[src/rtl/avalon_arbiter2.sv]
// avalon_arbiter2: two-host round-robin arbiter in front of one Avalon-MM agent.
// The grant is held for a whole transaction (including bursts). Granted host
// signals pass combinationally to the agent; the other host is stalled.
module avalon_arbiter2 #(
  parameter int BURSTCOUNT_W = 1
) (
  input  logic                    clk,
  input  logic                    reset_n,
  // host 0
  input  logic [31:0]             h0_address,
  input  logic                    h0_read,
  input  logic                    h0_write,
  input  logic [31:0]             h0_writedata,
  input  logic [3:0]              h0_byteenable,
  input  logic [BURSTCOUNT_W-1:0] h0_burstcount,
  output logic                    h0_waitrequest,
  output logic [31:0]             h0_readdata,
  output logic                    h0_readdatavalid,
  // host 1
  input  logic [31:0]             h1_address,
  input  logic                    h1_read,
  input  logic                    h1_write,
  input  logic [31:0]             h1_writedata,
  input  logic [3:0]              h1_byteenable,
  input  logic [BURSTCOUNT_W-1:0] h1_burstcount,
  output logic                    h1_waitrequest,
  output logic [31:0]             h1_readdata,
  output logic                    h1_readdatavalid,
  // agent
  output logic [31:0]             a_address,
  output logic                    a_read,
  output logic                    a_write,
  output logic [31:0]             a_writedata,
  output logic [3:0]              a_byteenable,
  output logic [BURSTCOUNT_W-1:0] a_burstcount,
  input  logic                    a_waitrequest,
  input  logic [31:0]             a_readdata,
  input  logic                    a_readdatavalid,
  output logic [1:0]              grant
);

  typedef enum logic [1:0] {S_IDLE, S_WR, S_RD_REQ, S_RD_DATA} state_t;

  state_t                  r_state, w_state_nxt;
  logic                    r_owner, w_owner_nxt;
  logic                    r_last, w_last_nxt;
  logic [BURSTCOUNT_W-1:0] r_beats, w_beats_nxt;
  logic [BURSTCOUNT_W-1:0] r_len, w_len_nxt;

  logic                    w_h0_req, w_h1_req, w_win;
  logic [31:0]             w_o_address, w_o_writedata;
  logic                    w_o_read, w_o_write;
  logic [3:0]              w_o_byteenable;
  logic [BURSTCOUNT_W-1:0] w_o_burstcount, w_bc_norm, w_len_eff;

  assign w_h0_req = h0_read | h0_write;
  assign w_h1_req = h1_read | h1_write;
  // Tie goes to the host that did not win last time.
  assign w_win    = (w_h0_req & w_h1_req) ? ~r_last : w_h1_req;

  assign w_o_address    = r_owner ? h1_address    : h0_address;
  assign w_o_read       = r_owner ? h1_read       : h0_read;
  assign w_o_write      = r_owner ? h1_write      : h0_write;
  assign w_o_writedata  = r_owner ? h1_writedata  : h0_writedata;
  assign w_o_byteenable = r_owner ? h1_byteenable : h0_byteenable;
  assign w_o_burstcount = r_owner ? h1_burstcount : h0_burstcount;

  // Burstcount 0 behaves as a single beat.
  assign w_bc_norm = (w_o_burstcount == '0) ? BURSTCOUNT_W'(1) : w_o_burstcount;
  // On the first write beat len is not latched yet, so use the live burstcount.
  assign w_len_eff = (r_beats == '0) ? w_bc_norm : r_len;

  // State and arbitration registers.
  always_ff @(posedge clk or negedge reset_n) begin
    if (!reset_n) begin
      r_state <= S_IDLE;
      r_owner <= 1'b0;
      r_last  <= 1'b1;
      r_beats <= '0;
      r_len   <= '0;
    end else begin
      r_state <= w_state_nxt;
      r_owner <= w_owner_nxt;
      r_last  <= w_last_nxt;
      r_beats <= w_beats_nxt;
      r_len   <= w_len_nxt;
    end
  end

  // Next-state: arbitration in IDLE, beat counting during transfers.
  always_comb begin
    w_state_nxt = r_state;
    w_owner_nxt = r_owner;
    w_last_nxt  = r_last;
    w_beats_nxt = r_beats;
    w_len_nxt   = r_len;
    case (r_state)
      S_IDLE: begin
        if (w_h0_req | w_h1_req) begin
          w_owner_nxt = w_win;
          w_last_nxt  = w_win;
          w_state_nxt = (w_win ? h1_write : h0_write) ? S_WR : S_RD_REQ;
        end
      end
      S_WR: begin
        if ((r_beats == '0) && !w_o_read && !w_o_write) begin
          w_state_nxt = S_IDLE;
        end else if (w_o_write && !a_waitrequest) begin
          if (r_beats == '0) w_len_nxt = w_bc_norm;
          if (r_beats == (w_len_eff - BURSTCOUNT_W'(1))) begin
            w_beats_nxt = '0;
            w_state_nxt = S_IDLE;
          end else begin
            w_beats_nxt = r_beats + BURSTCOUNT_W'(1);
          end
        end
      end
      S_RD_REQ: begin
        if (!w_o_read && !w_o_write) begin
          w_state_nxt = S_IDLE;
        end else if (w_o_read && !a_waitrequest) begin
          w_len_nxt   = w_bc_norm;
          w_state_nxt = S_RD_DATA;
        end
      end
      S_RD_DATA: begin
        if (a_readdatavalid) begin
          if (r_beats == (r_len - BURSTCOUNT_W'(1))) begin
            w_beats_nxt = '0;
            w_state_nxt = S_IDLE;
          end else begin
            w_beats_nxt = r_beats + BURSTCOUNT_W'(1);
          end
        end
      end
      default: w_state_nxt = S_IDLE;
    endcase
  end

  // Output muxing: owner to agent, stall the other host, route read beats.
  always_comb begin
    a_address        = '0;
    a_read           = 1'b0;
    a_write          = 1'b0;
    a_writedata      = '0;
    a_byteenable     = '0;
    a_burstcount     = '0;
    h0_waitrequest   = 1'b1;
    h1_waitrequest   = 1'b1;
    h0_readdata      = '0;
    h1_readdata      = '0;
    h0_readdatavalid = 1'b0;
    h1_readdatavalid = 1'b0;
    grant            = 2'b00;
    if (r_state != S_IDLE) begin
      a_address    = w_o_address;
      a_read       = (r_state == S_RD_DATA) ? 1'b0 : w_o_read;
      a_write      = w_o_write;
      a_writedata  = w_o_writedata;
      a_byteenable = w_o_byteenable;
      a_burstcount = w_o_burstcount;
      grant        = r_owner ? 2'b10 : 2'b01;
      if (r_owner) h1_waitrequest = (r_state == S_RD_DATA) ? 1'b1 : a_waitrequest;
      else         h0_waitrequest = (r_state == S_RD_DATA) ? 1'b1 : a_waitrequest;
    end
    if (r_state == S_RD_DATA) begin
      if (r_owner) begin
        h1_readdata      = a_readdata;
        h1_readdatavalid = a_readdatavalid;
      end else begin
        h0_readdata      = a_readdata;
        h0_readdatavalid = a_readdatavalid;
      end
    end
  end

  // A host driving read and write together is illegal.
  h0_rd_wr_excl: assert property (@(posedge clk) disable iff (!reset_n) !(h0_read && h0_write));
  h1_rd_wr_excl: assert property (@(posedge clk) disable iff (!reset_n) !(h1_read && h1_write));

endmodule

[config.mk]
export PLATFORM = sky130hd
export DESIGN_NAME = avalon_arbiter2
export DESIGN_NICKNAME = d
export VERILOG_FILES = /design/src/rtl/avalon_arbiter2.sv
export SDC_FILE = /design/constraint.sdc
export NUM_CORES = 1
export LEC_CHECK = 0
export CORE_AREA = 8 8 119 121
export DETAILED_ROUTE_END_ITERATION = 16
export DIE_AREA = 0 0 127 129
export GPL_TIMING_DRIVEN = 0
export PLACE_DENSITY = 0.63
export SLEW_MARGIN = 20
export SYNTH_ARGS = -nofsm -noshare
export SYNTH_HDL_FRONTEND = slang
export SYNTH_SLANG_ARGS = --single-unit
export TNS_END_PERCENT = 100
[constraint.sdc]
create_clock -name clk -period 3.6 [get_ports clk]
set_input_delay 0.54 -clock clk [delete_from_list [all_inputs] [get_ports clk]]
set_output_delay 0.54 -clock clk [all_outputs]
set_load 0.005 [all_outputs]
==> impl_metrics.py, run 1 <==
metrics = {
    "status": {
        "status": "complete, no violations",
    },
    "cts": {
        "cts_max_level": 1,
        "postCtsSetupRepairBufs": 0,
        "clock_latency_ps": 230,
        "cts_tree": "done",
        "ctsRootBufferMaster": "clkbuf_16",
        "clock-sinks": 6,
        "cts_resized": 0,
        "cts_buffers": 3,
        "cts_hold_buffers": 0,
        "clk_pin_slew_ps": 30,
        "cts_buffer_depth": 2,
    },
    "floorplan": {
        "coreArea_mm2": 0.0123,
        "ioPinCount": 319,
        "die_y_um": 129,
        "start_util_pct": 16.1,
        "die_w_um": 127,
        "die_area_mm2": 0.0164,
        "rows": 41,
    },
    "drt": {
        "drtIter0Drc": 89,
        "ant_nets": 0,
        "drc": 0,
        "routedWlPerCell_um": 19.2,
        "wirelength_um": 14600,
        "firstDrtPassIters": 4,
        "vias": 3249,
        "vias_per_cell": 4.25,
    },
    "critical_path": {
        "startpoint_type": "flip-flop",
        "worstPathRequired_ps": 3060,
        "critPathSlowestCell": "nor3_1",
        "criticalPathCategory": "flip-flop to output pin",
        "critPathCaptureType": "output pin",
        "crit_path_cell_trace": "buf_4 > inv_1 > nor3_1 > clkbuf_1 > and2_1 > clkdlybuf4s50_1",
        "path_delay_family": "buffers and inverters",
        "critPathBufInv": 4,
        "crit_fanout": 10,
        "cpPeakStageDelay_ps": 540,
        "cp.arrival_ps": 2430,
    },
    "timing": {
        "drv_slew": 0,
        "worstMarginPinSlew_ps": 633,
        "fin_hold_ws_ps": 560,
        "max_freq_mhz": 337,
        "finalCriticalPeriod_ps": 2970,
        "setup_ws_ps": 630,
        "rsz0062_at_grt": "no",
        "period_share_pct": 82.5,
        "slew_headroom_pct": 57.4,
        "tns_ps": 0,
        "final-setup-viol-count": 0,
        "fin_skew_ps": 0.255,
        "hold_viol": 0,
    },
    "pwr": {
        "combPwrFrac_pct": 89.5,
        "seqPwrFrac_pct": 4.4,
        "leakage_uw": 0.00231,
        "pwr_density_cell_mw_per_mm2": 558,
        "p_sw_uw": 1220,
        "peakVddDrop_mv": 0.292,
        "swShare_pct": 40.3,
        "pwr-share-clk_pct": 6.1,
        "p_int_uw": 1810,
    },
    "synth": {
        "synth_top_area_share_pct": 35.9,
        "synthMuxAreaShare_pct": 37.1,
        "netlist_area_mm2": 0.00198,
        "ys_async_sr_fraction_pct": 100,
        "synth_flop_cell": "dfrtp_1",
        "synth_common_cells": "nor2_1 (81), mux2i_1 (71), and2_1 (67)",
        "yosysTopAreaCell": "mux2i_1",
        "synth_top_family_by_area": "simple AND/OR/NAND/NOR gates",
        "synth_compound_area_share_pct": 5.13,
        "yosys.area_share.xor_xnor_pct": 0.443,
        "synthCells": 292,
        "synth.area.top_cells": "mux2i_1 (36%), and2_1 (21%), nor2_1 (15%)",
        "synth_seq_cells": 6,
        "yosysMostFrequentCell": "nor2_1",
        "syn_nets": 473,
        "avgSynthCellArea_um2": 6.77,
        "synth_edf_count": 0,
        "synthAdderAreaFrac_pct": 1.90,
        "synth-simple-area-share_pct": 41.3,
        "yosys_warnings": 0,
        "yosysUniqueCellTypes": 31,
        "synth-seq-area-share_pct": 7.66,
    },
    "finish": {
        "drive_above_1_share_pct": 2.93,
        "layout.nets": 796,
        "areaGrowthSynthToFinish_pct": 174,
        "finish.utilization_pct": 44.1,
        "fin_cells": 764,
        "antenna_cells": 0,
    },
    "global_routing": {
        "grt.total_usage_pct": 16.3,
        "antenna_found_initial": 0,
        "grt_start_max_net_pins": 11,
        "grt_pass1_vias": 3530,
        "grt_pass1_wl_um": 21100,
        "overflow": 0,
    },
    "placed_design": {
        "dp_cells": 760,
        "gp_congestion": 0.851,
        "dp_hpwl_um": 13000,
        "pre_cts_ws_ps": 818,
        "port_buffers": 318,
    },
    "flow_run": {
        "max-cap-violations": 0,
    },
    "hold_path": {
        "hp-class": "input pin to async pin",
    },
}
power by group through the flow:
stage,clock network (uW),registers [uW],logic (uW)
6_report,186,132,2710
5_1_grt,197,136,2960
4_1_cts,191,131,2770
3_5_place_dp,0,132,2750
3_3_place_gp,0,131,2740
2_1_floorplan,0,126,1170
sequential cells by signal, summed over array words and instances (netlist names):
signal / flops
r_last: 1
r_owner: 1
r_len: 1
r_state: 2
r_beats: 1
layout by cell type (no fill, tap or decap), drive strengths merged:
cell           instances
nand2                  4
buf                   15
o22ai                  1
nand3                  1
and2                  67
mux2i                 71
xnor2                  1
a22oi                  1
o31ai                  2
clkbuf                14
ha                     3
nor2b                  1
or3                    2
and3                   1
inv                    4
o21ai                  4
dfrtp                  5
nor3                   4
o22a                   1
nor2                  81
o221ai                 1
nand2b                 1
mux2                   2
dfstp                  1
a32o                   2
clkdlybuf4s50        318
or2                    1
a21oi                  3
or4                    1
nor3b                  1
metal layers:
metal / wire length, um / global-route usage [%]
met5: 0 / 0
met4: 65 / 1.47
met3: 1760 / 7.82
met2: 7150 / 29.4
met1: 5660 / 17.6
path summary, 6_finish.rpt:
path                            start               to  slack [ps]  cells past startpoint
setup / recovery           r_state[0]  h0_readdata[24]         630                      6
hold / removal                reset_n       r_state[0]         560                      1
setup reg to reg              r_owner          r_beats        1960                      5
hold reg to reg            r_state[1]       r_state[1]         600                      2
max in group asynchronous     reset_n           r_last        2770                      1
min in group clk           r_state[1]       r_state[1]         600                      2
layout make-up:
cell class | count | area [um^2]
fill | 1256 | 6890
timing repair buffer | 318 | 3180
multi-input combinational | 257 | 1700
tap | 150 | 188
sequential | 6 | 151
buffer | 25 | 114
clock buffer | 4 | 78.8
inverter | 4 | 15.0
kinds of logic after synthesis:
logic type | Yosys count
simple gates | 165
mux | 73
buf+inv | 29
compound gates | 15
flops | 6
fa+ha+maj | 3
xor+xnor | 1
per-stage QoR:
step / instance area [um^2] / total power, uW
floorplan: 1980 / 1300
global placement: 5350 / 2870
detailed placement: 5350 / 2880
CTS: 5430 / 3090
global route: 5430 / 3290
finish: 5430 / 3030
(Power assumes the default switching activity.)
==> run 2, diff against run 1 <==
--- a/config.mk
+++ b/config.mk
@@ -5,11 +5,11 @@
 export SDC_FILE = /design/constraint.sdc
 export NUM_CORES = 1
 export LEC_CHECK = 0
-export CORE_AREA = 8 8 119 121
+export CORE_AREA = 8 8 117 119
 export DETAILED_ROUTE_END_ITERATION = 16
-export DIE_AREA = 0 0 127 129
+export DIE_AREA = 0 0 125 127
 export GPL_TIMING_DRIVEN = 0
-export PLACE_DENSITY = 0.63
+export PLACE_DENSITY = 0.65
 export SLEW_MARGIN = 20
 export SYNTH_ARGS = -nofsm -noshare
 export SYNTH_HDL_FRONTEND = slang
==> constraint.sdc (replaced) <==
create_clock -name clk -period 2.9 [get_ports clk]
set_input_delay 0.435 -clock clk [delete_from_list [all_inputs] [get_ports clk]]
set_output_delay 0.435 -clock clk [all_outputs]
set_load 0.005 [all_outputs]
==> run 2 against run 1 <==
Via count is 1.9% higher. Clock skew is 3.8 ps higher. Count of clock-buffer cells in the layout stayed put.
==> impl_metrics.py, run 2 (synthesis results as in run 1) <==
metrics = {
    "placed_design": {
        "pre_cts_ws_ps": 121,
        "dp_cells": 757,
        "port_buffers": 318,
        "dp_hpwl_um": 13500,
        "dpl_cell_area_mm2": 0.00534,
        "gp_congestion": 0.900,
    },
    "timing": {
        "worstMarginPinSlew_ps": 447,
        "slew_headroom_pct": 70.0,
        "final-setup-viol-count": 0,
        "rsz0062_at_grt": "no",
        "period_share_pct": 94.8,
        "max_freq_mhz": 364,
        "tns_ps": 0,
        "finalCriticalPeriod_ps": 2750,
        "hold_viol": 0,
        "fin_skew_ps": 4.02,
        "drv_slew": 0,
        "setup_ws_ps": 150,
    },
    "pwr": {
        "combPwrFrac_pct": 89.6,
        "pwr_density_cell_mw_per_mm2": 699,
        "peakVddDrop_mv": 0.417,
        "pwr-share-clk_pct": 6.0,
        "seqPwrFrac_pct": 4.3,
        "p_int_uw": 2250,
        "p_sw_uw": 1540,
        "leakage_uw": 0.00232,
        "swShare_pct": 40.6,
    },
    "floorplan": {
        "ioPinCount": 319,
        "die_y_um": 127,
        "die_w_um": 125,
        "rows": 40,
        "coreArea_mm2": 0.0118,
        "start_util_pct": 16.7,
        "die_area_mm2": 0.0159,
    },
    "global_routing": {
        "antenna_found_initial": 0,
        "grt_pass1_vias": 3510,
        "overflow": 0,
        "grt_pass1_wl_um": 21800,
        "grt.total_usage_pct": 17.4,
        "grt_start_max_net_pins": 11,
    },
    "critical_path": {
        "cp.arrival_ps": 2310,
        "criticalPathCategory": "flip-flop to output pin",
        "startpoint_type": "flip-flop",
        "worst_r2r_endpoint": "r_beats",
        "crit_end": "h0_readdata[9]",
        "crit_start": "r_state[0]",
        "crit_fanout": 10,
        "r2r_slack_ps": 1260,
        "critPathCaptureType": "output pin",
        "worstPathRequired_ps": 2470,
        "r2r_start": "r_owner",
        "rr_worst_depth": 5,
    },
    "cts": {
        "postCtsSetupRepairBufs": 0,
        "cts_tree": "done",
        "ctsRootBufferMaster": "clkbuf_16",
        "cts_buffer_depth": 2,
        "clock_latency_ps": 230,
        "clock-sinks": 6,
        "cts_buffers": 3,
        "cts_hold_buffers": 0,
        "cts_max_level": 1,
        "clk_pin_slew_ps": 40,
    },
    "drt": {
        "routedWlPerCell_um": 19.8,
        "vias": 3312,
        "drtIter0Drc": 105,
        "drc": 0,
        "wirelength_um": 15000,
        "firstDrtPassIters": 4,
        "ant_nets": 0,
        "vias_per_cell": 4.35,
    },
    "finish": {
        "antenna_cells": 0,
        "fin_cells": 761,
        "max_flop_register": "r_state",
        "layout.nets": 796,
        "mostFrequentLayoutCells": "clkdlybuf4s50_1 (318), nor2_1 (81), mux2i_1 (71), and2_1 (67)",
        "drive_above_1_share_pct": 3.58,
        "final_common_cell": "clkdlybuf4s50_1",
        "final_cell_area_mm2": 0.00543,
        "largest_reg_flops": 2,
        "areaGrowthSynthToFinish_pct": 175,
    },
    "flow_run": {
        "max-cap-violations": 0,
    },
    "status": {
        "status": "complete, no violations",
    },
    "hold_path": {
        "hp-class": "input pin to async pin",
    },
}
run 2: cell count changes in the layout (fill, tap and decap cells not counted):
cell and delta:
clkbuf_2 +3, nor3_1 -1, nor3_2 +1, buf_1 -2, clkbuf_1 -1
run 2: how the worst min path moves through the flow:
stage               to     from  cells after the start
6_report         r_len  reset_n                      1
5_1_grt          r_len  reset_n                      1
2_1_floorplan  r_beats  reset_n                      0
3_5_place_dp     r_len    r_len                      2
4_1_cts          r_len  reset_n                      1
3_3_place_gp     r_len    r_len                      2
run 2: what timing repair did:
action,4_1_cts,5_1_grt
resized for setup,1,4
setup endpoints to repair,30,12
endpoints found under the hold margin,0,0
run 2: cell type report:
type                            count  area (um^2)
Clock buffer                        4         78.8
Tap cell                          147          184
Multi-Input combinational cell    257         1700
Timing Repair Buffer              318         3180
Inverter                            4         15.0
Fill cell                        1195         6380
Sequential cell                     6          151
Buffer                             25          118
run 2: power groups by stage:
stage          Combinational [uW]  Clock, uW  Sequential, uW
2_1_floorplan                1460          0             157
3_3_place_gp                 3420          0             162
3_5_place_dp                 3420          0             165
4_1_cts                      3450        233             164
5_1_grt                      3690        240             170
6_report                     3400        229             164
run 2: metrics by stage:
stage	total power, uW	utilization [%]	hold WS (ps)
floorplan	1610	-	139
global placement	3580	45.2	561
detailed placement	3590	45.2	581
CTS	3850	46.0	455
global route	4100	46.0	467
finish	3800	46.0	443
run 2: worst max-delay path, stage by stage, from the launching register on:
cell	delay (ps)
dfrtp_1	310
buf_4	150
inv_1	110
nor3_2	410
clkbuf_1	360
and2_1	180
clkdlybuf4s50_1	550
run 2: metal layers:
layer	share of wire [%]	up-vias	global-route usage, %
li1	-	1614	-
met1	37	1486	17.6
met2	53	207	33.7
met3	10	5	6.70
met4	0.50	0	2.58
met5	0	-	0
